<file path="src/rtl/pll_lock_supervisor.sv">
// PLL lock supervisor for the 96 MHz domain.
// Holds sys_rst until the PLL has stayed locked for a settle period and the
// 12 MHz output measures within tolerance. Counts lock losses while running
// and latches a fault after repeated failed frequency checks.
module pll_lock_supervisor #(
    parameter int SETTLE_CYCLES = 9600,
    parameter int WINDOW        = 96,
    parameter int EXPECTED      = 12,
    parameter int TOL           = 1,
    parameter int MAX_RETRIES   = 3
) (
    input  logic       clk_96MHz,
    input  logic       rst,
    input  logic       locked,
    input  logic       clk_12MHz,
    output logic       sys_rst,
    output logic       ready,
    output logic       fault,
    output logic       freq_ok,
    output logic [7:0] lock_loss_count
);

    localparam int SW  = $clog2(SETTLE_CYCLES + 1);
    localparam int EW  = $clog2(WINDOW + 1);
    localparam int EW1 = EW + 1;
    localparam int RW  = $clog2(MAX_RETRIES + 1);

    typedef enum logic [2:0] {
        WAIT_LOCK,
        SETTLE,
        CHECK,
        RUN,
        FAULT
    } state_t;

    state_t          state;
    state_t          state_nxt;

    logic            locked_p0;
    logic            locked_s;
    logic            c12_p0;
    logic            c12_s;
    logic            c12_q;
    logic            c12_edge;

    logic [SW-1:0]   settle_cnt;
    logic [EW-1:0]   win_cnt;
    logic [EW-1:0]   edge_cnt;
    logic [EW:0]     edges_total;
    logic [RW-1:0]   retry;
    logic            run_fail;

    logic            settle_done;
    logic            win_end;
    logic            win_pass;
    logic            retry_last;

    // Window verdict: edge count within TOL of EXPECTED
    function automatic logic window_pass(input logic [EW:0] edges);
        int diff;
        diff = int'(edges) - EXPECTED;
        if (diff < 0) diff = -diff;
        return (diff <= TOL);
    endfunction

    // Saturating increment for the 8-bit lock-loss counter
    function automatic logic [7:0] sat_inc(input logic [7:0] v);
        return (v == 8'hFF) ? v : v + 8'd1;
    endfunction

    // Two-flop synchronisers for the asynchronous lock flag and the sampled 12 MHz clock
    always_ff @(posedge clk_96MHz) begin
        if (rst) begin
            locked_p0 <= 1'b0;
            locked_s  <= 1'b0;
            c12_p0    <= 1'b0;
            c12_s     <= 1'b0;
            c12_q     <= 1'b0;
        end else begin
            locked_p0 <= locked;
            locked_s  <= locked_p0;
            c12_p0    <= clk_12MHz;
            c12_s     <= c12_p0;
            c12_q     <= c12_s;
        end
    end

    assign c12_edge    = c12_s & ~c12_q;
    assign win_end     = (win_cnt == EW'(WINDOW - 1));
    // An edge on the final window cycle still belongs to this window
    assign edges_total = {1'b0, edge_cnt} + EW1'(c12_edge);
    assign win_pass    = window_pass(edges_total);
    assign settle_done = (settle_cnt == SW'(SETTLE_CYCLES - 1));
    assign retry_last  = (retry == RW'(MAX_RETRIES - 1));

    // Next-state decision; lock loss takes priority over any window result
    always_comb begin
        state_nxt = state;
        case (state)
            WAIT_LOCK: if (locked_s) state_nxt = SETTLE;
            SETTLE: begin
                if (!locked_s)        state_nxt = WAIT_LOCK;
                else if (settle_done) state_nxt = CHECK;
            end
            CHECK: begin
                if (!locked_s)        state_nxt = WAIT_LOCK;
                else if (win_end) begin
                    if (win_pass)        state_nxt = RUN;
                    else if (retry_last) state_nxt = FAULT;
                    else                 state_nxt = SETTLE;
                end
            end
            RUN: begin
                if (!locked_s || (win_end && !win_pass && run_fail)) state_nxt = WAIT_LOCK;
            end
            FAULT:   state_nxt = FAULT;
            default: state_nxt = WAIT_LOCK;
        endcase
    end

    // State register, counters and outputs registered from the next state
    always_ff @(posedge clk_96MHz) begin
        if (rst) begin
            state           <= WAIT_LOCK;
            settle_cnt      <= '0;
            win_cnt         <= '0;
            edge_cnt        <= '0;
            retry           <= '0;
            run_fail        <= 1'b0;
            sys_rst         <= 1'b1;
            ready           <= 1'b0;
            fault           <= 1'b0;
            freq_ok         <= 1'b0;
            lock_loss_count <= 8'd0;
        end else begin
            state   <= state_nxt;
            sys_rst <= (state_nxt != RUN);
            ready   <= (state_nxt == RUN);
            fault   <= (state_nxt == FAULT);

            if (state == SETTLE && state_nxt == SETTLE) settle_cnt <= settle_cnt + SW'(1);
            else                                        settle_cnt <= '0;

            if (state != CHECK && state_nxt == CHECK) begin
                win_cnt  <= '0;
                edge_cnt <= '0;
            end else if (state == CHECK || state == RUN) begin
                if (win_end) begin
                    win_cnt  <= '0;
                    edge_cnt <= '0;
                    freq_ok  <= win_pass;
                end else begin
                    win_cnt  <= win_cnt + EW'(1);
                    edge_cnt <= edge_cnt + EW'(c12_edge);
                end
            end

            if (state == CHECK && state_nxt == RUN)         retry <= '0;
            else if (state == CHECK && state_nxt == SETTLE) retry <= retry + RW'(1);

            // Two failed windows in a row drop RUN; a single one only clears freq_ok
            if (state != RUN)  run_fail <= 1'b0;
            else if (win_end)  run_fail <= !win_pass;

            if (state == RUN && state_nxt == WAIT_LOCK) lock_loss_count <= sat_inc(lock_loss_count);
        end
    end

endmodule

</file>
<file path="config.mk">
export PLATFORM = sky130hd
export DESIGN_NAME = pll_lock_supervisor
export DESIGN_NICKNAME = d
export VERILOG_FILES = /design/src/rtl/pll_lock_supervisor.sv
export SDC_FILE = /design/constraint.sdc
export NUM_CORES = 1
export LEC_CHECK = 0
export CORE_MARGIN = 3
export CORE_UTILIZATION = 50
export DETAILED_ROUTE_END_ITERATION = 16
export PLACE_DENSITY = 0.72
export SLEW_MARGIN = 20
export SYNTH_ARGS = -nofsm -noshare
export SYNTH_HDL_FRONTEND = slang
export SYNTH_SLANG_ARGS = --single-unit
</file>
<file path="constraint.sdc">
create_clock -name clk_96MHz -period 8.1 [get_ports clk_96MHz]
set_clock_uncertainty 0.2 [all_clocks]
set_input_delay 1.215 -clock clk_96MHz [delete_from_list [all_inputs] [get_ports clk_96MHz]]
set_output_delay 1.215 -clock clk_96MHz [all_outputs]
set_load 0.05 [all_outputs]
</file>
==> run metrics <==
PwrDens=143 mW/mm²; WP data required=8100 ps; cell area after synthesis=0.00281 mm²; minimum clock period=4090 ps; Int Power=348 µW; synth unique cells=57; hold depth=1; Highest Clock Rate=244 MHz; IO Port Bufs=15; Max IR drop VDD=0.114 mV; final hold slack=244 ps; ys flop type=dfxtp_1; Reg area=0.00102 mm²; Post-Layout Cell Count=402; max cap viols=0; status=finished clean; # rows=26; largest net degree at the start of global routing=34; Largest stage delay, worst path=850 ps; Post-synth EDFFs=0; switching power total=91.9 µW; Total Routing Usage GR=0.173; initial antenna violation count=0; vias per cell=5.48; Worst Hold End=c12_s; clock sink count=51; CTS buffer count=5; die area=0.00656 mm²; CP max FO=17; Die Height=81.0 µm; initial cell density of the core=0.534; syn_area_per_cell=8.66 µm²; area delta synth->final=9.74%; Leak Pwr=0.00106 µW; htree depth=2; vias in the first global route=2078; hold_buf cts=0; footprint of the multi-input gates=0.00166 mm²; endpoints failing hold=0; Design Power=440 µW; Gate Count Post-Synth=325; io pins=16; Worst setup EP type=register; final slew viol count=0; initial DRC count=82; RR Startpoint=c12_s; Slew HR=0.326; most common cell in the netlist=dfxtp_1; first-pass GRT wire length=9.07 mm; ANT nets after route=0; top cells by area, synth=dfxtp_1, nand2_1, xnor2_1; Sequential Power Share=0.574; post-synthesis register bit count=51; FF-to-FF setup slack=4010 ps; Yosys Warn Count=0; WP data arrival=4090 ps; Nets=342; Switching Share=0.209; r2r endpoint=sys_rst; DR pass1 iterations=4; crit start category=register; Clk network pwr share=0.400; number of fill cells=485; hold wc startpoint=c12_p0; post-route clock period utilization=0.505; Net Count, Synth=336; wire length per cell=12.7 µm; depth of the most critical reg-to-reg path=11; worst-margin pin slew=1010 ps; Die Wd=81.0 µm; Comb pwr share=0.026; clock-pin slew on the worst setup and hold paths=90 ps; RSZ-0062 raised after global routing=false; CTS tree=yes; crit path cell chain=nor2b_1 > ha_1 > ha_1 > inv_1 > ha_1 > inv_1 > nor4_1 > a311o_1 > a2111oi_4 > o221ai_2 > a211o_1; Worst-Skew Late Latency=300 ps; DPL Wire Length=3.52 mm; Inserted Diodes=0; sequential fraction of the synthesis area=0.363; Total Wirelength=5.10 mm; WS Path Type=reg2reg; most frequent CP cell=ha_1; HP Class=reg2reg; final setup fails=0; share of cells above drive strength 1=0.105; post-synthesis async set-or-reset flop share=0; GPL Wtd Cong=0.865; Residual DRC=0; Synth top cells by count=dfxtp_1, nand2_1, nor2_1; post-CTS sizing=0; top cell type's share of synthesized area=0.363; core area=0.00527 mm²; setup TNS=0 ps; cell with the biggest individual delay on the critical path=a2111oi_4; vias=2202; Max clock buf depth=2; total grt overflow=0; area leader, netlist=dfxtp_1; placed cells=394; # Post-CTS Setup Buffers=0; CTS root buf=clkbuf_8
==> placed cells by master (no fill, tap or decap), types with 3 or more instances in the layout <==
cell / instances
a21oi_1: 12
a21oi_2: 10
and2_1: 4
and3_1: 3
and4_1: 4
buf_4: 3
clkbuf_8: 5
clkdlybuf4s50_1: 15
dfxtp_1: 51
ha_1: 7
inv_1: 9
mux2_2: 4
mux2i_1: 5
nand2_1: 32
nand2b_1: 10
nand3_1: 15
nand4_1: 13
nor2_1: 30
nor2b_1: 17
nor3_1: 6
o21ai_0: 5
o21ai_1: 3
xnor2_1: 13
xor2_1: 12
==> stage by stage <==
step / area [µm²] / setup WS [ps] / util
2_1_floorplan: 2810 / 5030 / -
3_3_place_gp: 2980 / 4120 / 0.565
3_5_place_dp: 2980 / 4030 / 0.565
4_1_cts: 3090 / 4040 / 0.586
5_1_grt: 3090 / 3680 / 0.586
6_report: 3090 / 4010 / 0.586
==> registers in the layout, indices dropped and copies added, names as in the netlist, 2 cells and up <==
name             flops
settle_cnt          14
lock_loss_count      8
edge_cnt             7
win_cnt              7
state                3
retry                2
==> kinds of logic after synthesis <==
logic type / after synthesis / synth area share
buffers and inverters: 28 / 0.0498
multiplexers: 13 / 0.0525
flip-flops: 51 / 0.363
adder cells (fa/ha/maj): 7 / 0.0311
AO/OA/AOI/OAI: 52 / 0.142
XOR/XNOR: 25 / 0.0778
AND/OR/NAND/NOR: 149 / 0.284
==> cell type report <==
cell class,count,area share
clock buffer,5,0.0223
multi-input combinational,246,0.538
tap,70,0.0284
sequential,51,0.331
clock inverter,3,0.0142
inverter,9,0.0109
timing repair buffer,18,0.0559
==> critical path: cells and delay by family, from the launching register on <==
family                     cells  cell delay (ps)
and+or+nand+nor                2              200
DFF                            1              320
buffers and inverters          2              180
AOI/OAI and AO/OA              4             2250
adders and majority gates      3              840
==> power by group through the flow <==
stage	Combinational, µW	Sequential, µW	Clock [µW]
after global placement	11.4	259	0
after detailed placement	11.5	259	0
final	11.4	253	176
after floorplan	8.62	258	0
after CTS	11.6	253	183
after global routing	12.7	253	190
==> how the worst max path moves through the flow <==
| stage | startpoint | cells after the start | slack, ps | to |
|---|---|---|---|---|
| global route | c12_s | 11 | 3680 | sys_rst |
| global placement | c12_s | 11 | 4120 | sys_rst |
| detailed placement | c12_s | 11 | 4030 | sys_rst |
| CTS | c12_s | 11 | 4040 | sys_rst |
| finish | c12_s | 11 | 4010 | sys_rst |
| floorplan | c12_s | 12 | 5030 | lock_loss_count[5] |
==> per-layer routing <==
layer / global-route usage / vias up / part of all wire
li1: - / 1149 / -
met5: 0 / - / 0
met4: 0.0676 / 0 / 0.012
met2: 0.296 / 26 / 0.46
met1: 0.213 / 1021 / 0.50
met3: 0.0333 / 6 / 0.023
(Power assumes the default switching activity.)
